[src/rtl/shift_reg_sequencer.sv]
// ---------------------------------------------------------------------------
// shift_reg_sequencer
//
// Command-driven controller for a 4-bit '194-style universal shift register.
// A host hands over one command at a time on a valid/ready handshake; the
// sequencer then drives the register's mode pins (s1:s0), serial inputs,
// parallel data and clear request for as many clocks as the command needs,
// and pulses done once the register has been updated.
//
// Mode encoding on s1:s0: 00 hold, 01 shift right, 10 shift left, 11 load.
// Shift right moves q[0] -> q[1] -> ... with dsr entering q[0]; shift left
// moves q[3] -> q[2] -> ... with dsl entering q[3].
//
// Ports
//   cp         in   clock, rising edge, shared with the shift register
//   mr         in   synchronous reset, active-high
//   cmd_valid  in   command present
//   cmd_ready  out  sequencer can accept a command (IDLE only)
//   cmd_op     in   000 NOP, 001 LOAD, 010 SHR, 011 SHL, 100 ROR, 101 ROL,
//                   110 CLR, 111 reserved (behaves as NOP)
//   cmd_cnt    in   shift count minus one (shifts only)
//   cmd_data   in   parallel load value (LOAD only)
//   ser_in     in   external serial bit for SHR / SHL
//   q          in   shift register outputs, q[0] is the first stage
//   s0, s1     out  registered mode select
//   dsr, dsl   out  combinational serial inputs (rotate feedback or ser_in)
//   p          out  registered parallel data, holds its last loaded value
//   reg_clr    out  registered one-cycle clear request
//   busy       out  registered, high while a command is running
//   done       out  registered one-cycle completion pulse
// ---------------------------------------------------------------------------
module shift_reg_sequencer #(
  parameter int CNT_W = 2
) (
  input  logic             cp,
  input  logic             mr,
  input  logic             cmd_valid,
  output logic             cmd_ready,
  input  logic [2:0]       cmd_op,
  input  logic [CNT_W-1:0] cmd_cnt,
  input  logic [3:0]       cmd_data,
  input  logic             ser_in,
  input  logic [3:0]       q,
  output logic             s0,
  output logic             s1,
  output logic             dsr,
  output logic             dsl,
  output logic [3:0]       p,
  output logic             reg_clr,
  output logic             busy,
  output logic             done
);

  typedef enum logic [1:0] {
    ST_IDLE = 2'd0,
    ST_RUN  = 2'd1,
    ST_DONE = 2'd2
  } state_t;

  localparam logic [2:0] OP_NOP  = 3'b000;
  localparam logic [2:0] OP_LOAD = 3'b001;
  localparam logic [2:0] OP_SHR  = 3'b010;
  localparam logic [2:0] OP_SHL  = 3'b011;
  localparam logic [2:0] OP_ROR  = 3'b100;
  localparam logic [2:0] OP_ROL  = 3'b101;
  localparam logic [2:0] OP_CLR  = 3'b110;

  localparam logic [1:0] MODE_HOLD = 2'b00;
  localparam logic [1:0] MODE_SHR  = 2'b01;
  localparam logic [1:0] MODE_SHL  = 2'b10;
  localparam logic [1:0] MODE_LOAD = 2'b11;

  localparam logic [CNT_W-1:0] CNT_ZERO = '0;
  localparam logic [CNT_W-1:0] CNT_ONE  = CNT_ZERO + 1'b1;

  // Mode the register must sit in while a given op is running.
  function automatic logic [1:0] op_mode(input logic [2:0] op);
    case (op)
      OP_LOAD:         op_mode = MODE_LOAD;
      OP_SHR, OP_ROR:  op_mode = MODE_SHR;
      OP_SHL, OP_ROL:  op_mode = MODE_SHL;
      default:         op_mode = MODE_HOLD;
    endcase
  endfunction

  // NOP and the reserved encoding never enter RUN.
  function automatic logic op_is_nop(input logic [2:0] op);
    op_is_nop = (op == OP_NOP) || (op == 3'b111);
  endfunction

  // Only the four shift/rotate ops take their length from cmd_cnt; LOAD and
  // CLR always run for a single cycle.
  function automatic logic op_uses_cnt(input logic [2:0] op);
    op_uses_cnt = (op == OP_SHR) || (op == OP_SHL) ||
                  (op == OP_ROR) || (op == OP_ROL);
  endfunction

  state_t           state_q,   state_d;
  logic [2:0]       op_q,      op_d;
  logic [CNT_W-1:0] cnt_q,     cnt_d;
  logic [1:0]       mode_q,    mode_d;
  logic [3:0]       p_q,       p_d;
  logic             reg_clr_q, reg_clr_d;
  logic             busy_q,    busy_d;
  logic             done_q,    done_d;

  // Rotation feedback only needs the two end stages of the register.
  logic unused_q_mid;
  assign unused_q_mid = ^q[2:1];

  // ---- next-state / registered-output decode ----
  always_comb begin
    state_d   = state_q;
    op_d      = op_q;
    cnt_d     = cnt_q;
    mode_d    = mode_q;
    p_d       = p_q;
    reg_clr_d = 1'b0;
    busy_d    = busy_q;
    done_d    = 1'b0;

    case (state_q)
      ST_IDLE: begin
        mode_d = MODE_HOLD;
        busy_d = 1'b0;
        if (cmd_valid) begin
          op_d = cmd_op;
          if (op_is_nop(cmd_op)) begin
            // Nothing to do to the register: complete on the next cycle.
            state_d = ST_DONE;
            done_d  = 1'b1;
          end else begin
            // Outputs for the first RUN cycle are set up here so that the
            // register acts on the very first edge spent in RUN.
            state_d   = ST_RUN;
            busy_d    = 1'b1;
            mode_d    = op_mode(cmd_op);
            cnt_d     = op_uses_cnt(cmd_op) ? cmd_cnt : CNT_ZERO;
            reg_clr_d = (cmd_op == OP_CLR);
            if (cmd_op == OP_LOAD) begin
              p_d = cmd_data;
            end
          end
        end
      end

      ST_RUN: begin
        if (cnt_q == CNT_ZERO) begin
          // Last active edge: drop to hold at the same edge the register
          // performs its final update.
          state_d = ST_DONE;
          mode_d  = MODE_HOLD;
          busy_d  = 1'b0;
          done_d  = 1'b1;
        end else begin
          cnt_d = cnt_q - CNT_ONE;
        end
      end

      ST_DONE: begin
        state_d = ST_IDLE;
        mode_d  = MODE_HOLD;
        busy_d  = 1'b0;
      end

      default: begin
        state_d = ST_IDLE;
        mode_d  = MODE_HOLD;
        busy_d  = 1'b0;
      end
    endcase
  end

  // ---- state and output registers ----
  always_ff @(posedge cp) begin
    if (mr) begin
      state_q   <= ST_IDLE;
      op_q      <= OP_NOP;
      cnt_q     <= CNT_ZERO;
      mode_q    <= MODE_HOLD;
      p_q       <= 4'b0000;
      reg_clr_q <= 1'b0;
      busy_q    <= 1'b0;
      done_q    <= 1'b0;
    end else begin
      state_q   <= state_d;
      op_q      <= op_d;
      cnt_q     <= cnt_d;
      mode_q    <= mode_d;
      p_q       <= p_d;
      reg_clr_q <= reg_clr_d;
      busy_q    <= busy_d;
      done_q    <= done_d;
    end
  end

  assign cmd_ready = (state_q == ST_IDLE);
  assign s1        = mode_q[1];
  assign s0        = mode_q[0];
  assign p         = p_q;
  assign reg_clr   = reg_clr_q;
  assign busy      = busy_q;
  assign done      = done_q;

  // Rotates close the loop through the register: the bit falling off one
  // end is presented on the serial input of the other end.
  assign dsr = ((state_q == ST_RUN) && (op_q == OP_ROR)) ? q[3] : ser_in;
  assign dsl = ((state_q == ST_RUN) && (op_q == OP_ROL)) ? q[0] : ser_in;

endmodule

[config.mk]
export PLATFORM = sky130hd
export DESIGN_NAME = shift_reg_sequencer
export DESIGN_NICKNAME = d
export VERILOG_FILES = /design/src/rtl/shift_reg_sequencer.sv
export SDC_FILE = /design/constraint.sdc
export NUM_CORES = 1
export LEC_CHECK = 0
export BUFFER_PORTS_ARGS = -buffer_cell sky130_fd_sc_hd__buf_2
export CORE_ASPECT_RATIO = 0.9
export CORE_MARGIN = 8
export CORE_UTILIZATION = 50
export CTS_CLUSTER_SIZE = 8
export DETAILED_ROUTE_END_ITERATION = 8
export PLACE_DENSITY = 0.83
export SETUP_SLACK_MARGIN = 0.2
export SYNTH_ARGS = -nofsm -noshare
export SYNTH_HDL_FRONTEND = slang
export SYNTH_SLANG_ARGS = --single-unit
export TNS_END_PERCENT = 50
[constraint.sdc]
create_clock -name cp -period 2.43 [get_ports cp]
set_input_delay 0.3645 -clock cp [delete_from_list [all_inputs] [get_ports cp]]
set_output_delay 0.3645 -clock cp [all_outputs]
set_load 0.05 [all_outputs]
Word level (Yosys, flattened, before mapping) --
Index checks and enable logic that the tools add are counted.
Storage, ports and cells: output and inout bits 12, input bits 17, bits in registers 16
Cells by class: add/sub/neg operators 1, bitwise gates (word level) 3, reduce and logical (&&, ||, !) cells 17, muxes and demuxes 24, eq/ne operators 14
Operators with widths (count):
- $mux W2 | 10
- $eq A3 B3 Y1 const B | 6
- $pmux W2 S2 | 3
- $mux W1 | 8
- $ne A2 B2 Y1 const B | 4
- $reduce_and A4 Y1 | 2
- $eq A3 B2 Y1 const B | 2
- $pmux W2 S3 | 1
- $logic_not A2 Y1 | 2
- $logic_or A1 B1 Y1 | 4
- $pmux W1 S2 | 2
- $reduce_and A2 Y1 | 2
- $reduce_or A2 Y1 | 2
- $reduce_or A4 Y1 | 1
- $eq A3 B1 Y1 const B | 1
- $logic_not A3 Y1 | 1
- $not A1 Y1 | 3
- $eq A2 B1 Y1 const B | 1
- $logic_and A1 B1 Y1 | 2
- $reduce_bool A2 Y1 | 1
- $sub A2 B1 Y2 const B | 1

Longest topological paths before layout --
Gate-level depths: netlist (run 1).
depth after elaboration 8, gate-level depth with buffers 6

Worst setup path before layout (run 1) --
OpenSTA, ideal clock, no wires.
path type register -> output, start register state_q[1], end output dsl, setup slack 0.731 ns, data arrival time 1.335 ns, stages on the path, launching flop included 4, cell sequence dfxtp_1 -> nand2b_1 -> nor4bb_1 -> mux2_2
Between the ends: cells in the longest elaborated chain, start to end 3
Ends and longest elaborated chain:
- start, declared | RTL line 98 | state_t state_q, state_d;
- start signal, assigned | RTL line 186 | state_q <= state_d;
- $eq A2 B1 Y1 | RTL line 208 | assign dsl = ((state_q == ST_RUN) && (op_q == OP_ROL)) ? q[0] : ser_in;
- $logic_and A1 B1 Y1 | RTL line 208
- $mux W1 | RTL line 208
- end, declared | RTL line 47 | output logic dsl,
No other way between the ends.

Final worst setup path (run 1) --
Ends and elaborated chain as after synthesis.

==> results of run 1 <==
cell families after synthesis:
family	after synthesis	synth area share [%]
buf+inv	7	7.364
fa+ha+maj	1	1.636
xor+xnor	2	2.292
compound gates	11	12.27
simple gates	30	22.42
flops	16	41.90
mux	9	12.11
area by class of cell:
type	count	area [um2]
fill	132	514.2
multi-input combinational	53	396.6
sequential	16	320.3
timing repair buffer	27	137.6
clock buffer	4	36.28
tap	15	18.77
inverter	2	7.507
worst paths after layout:
kind                            cells past startpoint                     from  slack [ps]                end
worst max-delay path                                4  state_q[1]$_SDFFE_PP0P_         260                dsl
worst min-delay path                                3              cmd_data[2]         300  p[2]$_SDFFE_PP0P_
worst max register to register                      4  state_q[1]$_SDFFE_PP0P_         800  p[1]$_SDFFE_PP0P_
worst min register to register                      2        busy$_SDFFE_PP0P_         470  busy$_SDFFE_PP0P_
cells in the mapped netlist (all sizes together) (3+ instances only):
library cell  number
dfxtp             16
nor2              13
mux2i              7
nand2              4
buf                3
nand3              3
state kept, by name, indices dropped and copies added (netlist names):
signal	count
done	1
mode_q	2
cnt_q	2
op_q	3
reg_clr	1
state_q	2
busy	1
p	4
layout by cell type, fill, tap and decap left out, drive strengths merged:
cell type,instances
a211oi,2
a21oi,2
a22oi,1
a311oi,2
a31oi,1
a32oi,1
buf,27
clkbuf,4
dfxtp,16
ha,1
inv,2
mux2,2
mux2i,7
nand2,4
nand2b,1
nand3,3
nor2,13
nor3,2
nor3b,2
nor4b,2
nor4bb,1
o21ai,2
or3,2
xor2,2
stage by stage:
step / cells / setup WS [ps]
floorplan: 76 / 730.8
global route: 117 / 184.2
detailed placement: 113 / 544.3
finish: 117 / 263.2
global placement: 113 / 582.7
CTS: 117 / 211.3
timing repair:
action,in CTS,in global routing
resized for setup,0,2
setup buffers,0,0
setup endpoints to repair,0,2
metal layers:
layer | global-route usage [%] | part of all wire [%] | vias to the layer above
met5 | 0 | 0 | -
met4 | 2.344 | 0 | 0
met3 | 8.134 | 12 | 0
met2 | 16.43 | 44 | 27
met1 | 10.45 | 44 | 292
li1 | - | - | 321
power breakdown:
group	internal, W	leakage (nW)	switching [W]
Sequential	0.000280	0.131	0.0000123
Combinational	0.0000527	0.275	0.0000922
Clock	0.0000913	0.0210	0.0000831
Total	0.000424	0.427	0.000188
critical path: stages, from the launching register on:
cell and delay (ps):
dfxtp_1 380, nand2b_2 260, nor4bb_2 300, mux2_2 360, buf_2 210
==> reports/results.txt, run 1 <==
Num CTS Buffers: 3
Max-Cap Viols: 0
Post-synth top area share: 41.90%
Port bufs: 26
Vias in the first global route: 609
Final Routed Wirelength: 1566 um
Core Util, Final: 64.07%
Clock Latency Late Sink: 290 ps
Hold Crit Class: input port to flip-flop
Initial DRC Count: 12
Wirelength per Cell: 13.38 um
Main synth FF type: dfxtp_1
CP Data Arrival Time: 1800 ps
Diode count: 0
Crit share post-route: 89.17%
Final instance area: 917.1 um2
Setup_tns: 0 ps
Hold_ws: 295.2 ps
Relative slew slack: 64.44%
Post-Syn Instances: 76
Crit Path Class: flip-flop to output pin
Global-route wire length before repair: 2463 um
Post-route ant nets: 0
Synth cell types: 31
First drt pass iteration count: 4
Largest area contributor in the netlist: dfxtp_1
Root Buffer: clkbuf_4
Number of cell rows: 13
Worst setup SP type: flip-flop
Clock sinks: 16
Longest Clk Path Bufs: 2
Starting Density: 53.41%
Vias per Instance: 5.470
Antenna violations before repair: 0
Pin count of the biggest net entering global routing: 17
Clock H-tree levels: 1
Setup crit end kind: output pin
Residual DRC: 0
Setup Skew: 2.024 ps
Fmax: 461.5 MHz
Status: finished clean
Unrepaired setup endpoints after global routing: yes
Sequential area share after synthesis: 41.90%
Worst VDD drop: 0.0004983 V
Area after DPL: 872.1 um2
Avg Inst Size Synth: 10.06 um2
Synth Register Bits: 16
Async S/R FF share, synth: 0%
YS warnings: 0
Chip Height: 53.10 um
Final min period: 2167 ps
Top Ports: 29
Req. time, crit path: 2070 ps
CP max FO: 6
Netlist Area Pre-Place: 764.5 um2
Grt ovf: 0
Worst slew pin tran: 532.8 ps
Die area: 3038 um2
Die Wd: 57.22 um
Final Max Tran Viols: 0
Post-synth EDFFs: 0
Final Hold Fails: 0
Layout area overhead: 19.97%
Final Power: 0.0006113 W
Tot GR Track Use: 10.29%
DP HPWL: 1246 um
Leak pwr: 0.4265 nW
Via count: 640
Core area: 1431 um2
Syn nets: 94
CTS tree: yes
CTS Hold Bufs: 0
Final setup viols: 0
GPL Wtd Cong: 0.7313
Top cells by area, synth: dfxtp_1, mux2i_1, nor2_1
Fin nets: 121
Clock slew at reported path FFs: 90 ps
Layout cells sized above 1: 39.22%
Pwr Density: 666.6 nW/um2
Note: power is estimated with default switching activity, not from simulation.
==> inputs of run 2 (changes only) <==
--- a/config.mk
+++ b/config.mk
@@ -8,10 +8,10 @@
 export BUFFER_PORTS_ARGS = -buffer_cell sky130_fd_sc_hd__buf_2
 export CORE_ASPECT_RATIO = 0.9
 export CORE_MARGIN = 8
-export CORE_UTILIZATION = 50
+export CORE_UTILIZATION = 46
 export CTS_CLUSTER_SIZE = 8
 export DETAILED_ROUTE_END_ITERATION = 8
-export PLACE_DENSITY = 0.83
+export PLACE_DENSITY = 0.78
 export SETUP_SLACK_MARGIN = 0.2
 export SYNTH_ARGS = -nofsm -noshare
 export SYNTH_HDL_FRONTEND = slang
==> constraint.sdc (replaced) <==
create_clock -name cp -period 2.3 [get_ports cp]
set_input_delay 0.345 -clock cp [delete_from_list [all_inputs] [get_ports cp]]
set_output_delay 0.345 -clock cp [all_outputs]
set_load 0.05 [all_outputs]
==> reports/results.txt, run 2 (synthesized netlist as in run 1, its figures left out) <==
CP Depth: 4 (unchanged)
Worst-path cell chain: nand2b_4 > nor4bb_4 > mux2_2 > buf_4 (was nand2b_2 > nor4bb_2 > mux2_2 > buf_2)
Footprint of the multi-input gates: 416.7 um2 (was 396.6 um2)
Reg2reg end: p[1]$_SDFFE_PP0P_ (unchanged)
Clock Latency Late Sink: 290 ps (about the same)
Crit Path Class: flip-flop to output pin (unchanged)
Final setup viols: 0 (unchanged)
Longest Clk Path Bufs: 2 (unchanged)
Crit path max-delay family: simple AND/OR/NAND/NOR gates (unchanged)
Initial DRC Count: 8 (was 12)
Final instance area: 953.4 um2 (was 917.1 um2)
Via count: 629 (was 640)
Tot GR Track Use: 10.19% (was 10.29%)
Num CTS Buffers: 3 (unchanged)
Residual DRC: 0 (unchanged)
Slowest Stage Delay on Critical Path: 370 ps (was 380 ps)
Vias per Instance: 4.992 (was 5.470)
Global-route wire length before repair: 2504 um (was 2463 um)
Clock group share of total power: 28.4% (was 28.5%)
Fill count: 155 (was 132)
Post-route ant nets: 0 (unchanged)
Crit share post-route: 87.55%
Fin nets: 121 (unchanged)
CP Capture Point: dsl (unchanged)
Final Hold Fails: 0 (unchanged)
Reg2reg setup slack: 730 ps (was 800 ps)
Clock H-tree levels: 1 (unchanged)
Post-CTS Setup Inserts: 0 (unchanged)
Most common cell after layout, fill and taps aside: buf_2 (unchanged)
DP HPWL: 1147 um (was 1246 um)
Setup Skew: 4.239 ps (was 2.024 ps)
Pwr Density: 681.7 nW/um2 (was 666.6 nW/um2)
Setup crit end kind: output pin (unchanged)
Chip Height: 54.68 um (was 53.10 um)
Starting Density: 47.44% (was 53.41%)
Number of cell rows: 14 (was 13)
CP max FO: 6 (unchanged)
Final worst setup slack: 286.4 ps (was 263.2 ps)
Most frequent cells in the layout: buf_2, dfxtp_1, nor2_1 (unchanged)
Max-Cap Viols: 0 (unchanged)
Int Power: 0.0004513 W (was 0.0004238 W)
Final Routed Wirelength: 1488 um (was 1566 um)
CTS Hold Bufs: 0 (unchanged)
Reg area: 322.8 um2 (was 320.3 um2)
Buffers plus inverters on the worst setup path: 1 (unchanged)
Unrepaired setup endpoints after global routing: no (was yes)
Clock sinks: 16 (unchanged)
Relative slew slack: 65.30% (was 64.44%)
Worst setup path startpoint: state_q[1]$_SDFFE_PP0P_ (unchanged)
Setup_tns: 0 ps (unchanged)
Status: finished clean (unchanged)
Worst VDD drop: 0.0003943 V (was 0.0004983 V)
Flop pwr share: 47.8% (about the same)
Max reg flops: 4 (unchanged)
Pin count of the biggest net entering global routing: 17 (unchanged)
Gate power share: 23.8% (was 23.7%)
Area after DPL: 883.3 um2 (was 872.1 um2)
Worst setup SP type: flip-flop (unchanged)
Final Max Tran Viols: 0 (unchanged)
Wirelength per Cell: 11.81 um (was 13.38 um)
Diode count: 0 (unchanged)
Req. time, crit path: 1960 ps (was 2070 ps)
Depth of the most critical reg-to-reg path: 4 (unchanged)
Core area: 1612 um2 (was 1431 um2)
Vias in the first global route: 628 (was 609)
Clock slew at reported path FFs: 90 ps (about the same)
Slowest stage cell, crit path: dfxtp_2 (was dfxtp_1)
Hold Crit Class: input port to flip-flop (unchanged)
Grt ovf: 0 (unchanged)
Worst slew pin tran: 519.9 ps (was 532.8 ps)
Die area: 3224 um2 (was 3038 um2)
CP Data Arrival Time: 1670 ps (was 1800 ps)
Sw Share: 30.57% (was 30.68%)
Sw power: 0.0001987 W (was 0.0001875 W)
FF-to-FF Start: state_q[1]$_SDFFE_PP0P_ (unchanged)
Layout cells sized above 1: 42.16% (was 39.22%)
Port bufs: 26 (unchanged)
First drt pass iteration count: 4 (unchanged)
Dpl ws: 403.2 ps (was 544.3 ps)
Fmax: 496.6 MHz
CTS tree: yes (unchanged)
Die Wd: 58.97 um (was 57.22 um)
Root Buffer: clkbuf_4 (unchanged)
Final Power: 0.0006500 W (was 0.0006113 W)
Final min period: 2014 ps
Leak pwr: 0.4347 nW (was 0.4265 nW)
Layout area overhead: 24.71% (was 19.97%)
GPL Wtd Cong: 0.7288 (was 0.7313)
Top Ports: 29 (unchanged)
Antenna violations before repair: 0 (unchanged)
run 2: stage by stage:
step	utilization, %	hold WS [ps]	std cells
2_1_floorplan	-	443.7	76
3_3_place_gp	54.81	445.7	122
3_5_place_dp	54.81	447.7	122
4_1_cts	58.46	280.8	126
5_1_grt	59.16	288.7	126
6_report	59.16	286.1	126
run 2: how the worst min path moves through the flow:
stage / startpoint / to / slack (ps) / cells past startpoint
6_report: cmd_data[3] / p[3]$_SDFFE_PP0P_ / 290 / 3
5_1_grt: cmd_data[3] / p[3]$_SDFFE_PP0P_ / 290 / 3
4_1_cts: cmd_data[3] / p[3]$_SDFFE_PP0P_ / 280 / 3
3_5_place_dp: busy$_SDFFE_PP0P_ / busy$_SDFFE_PP0P_ / 450 / 2
3_3_place_gp: busy$_SDFFE_PP0P_ / busy$_SDFFE_PP0P_ / 450 / 2
2_1_floorplan: cnt_q[1]$_SDFFE_PP0P_ / cnt_q[1]$_SDFFE_PP0P_ / 440 / 2
run 2: area by class of cell:
cell class	count	share of cell area [%]
sequential	16	33.86
multi-input combinational	53	43.70
tap	24	3.150
inverter	2	0.7874
timing repair buffer	27	14.70
clock buffer	4	3.806
run 2: power groups by stage:
| stage | combinational [W] | clock, W | sequential (W) |
|---|---|---|---|
| after floorplan | 0.0000995 | 0 | 0.000335 |
| after global placement | 0.000147 | 0 | 0.000313 |
| after detailed placement | 0.000150 | 0 | 0.000314 |
| after CTS | 0.000154 | 0.000193 | 0.000310 |
| after global routing | 0.000169 | 0.000206 | 0.000314 |
| final | 0.000155 | 0.000184 | 0.000311 |
run 2: tightest hold or removal path: stages:
cell and delay, ps:
buf_2 70, mux2i_1 50, nor2_1 80
run 2: timing repair:
action,4_1_cts,5_1_grt
endpoints found under the setup margin,2,1
pin swaps,1,0
resized for setup,6,3
run 2: per-layer routing:
metal / wire [um] / part of all wire, % / GRT usage, %
met1: 699 / 47 / 10.95
met2: 655 / 44 / 16.85
met3: 100 / 6.7 / 4.225
met4: 32 / 2.2 / 5.952
met5: 0 / 0 / 0
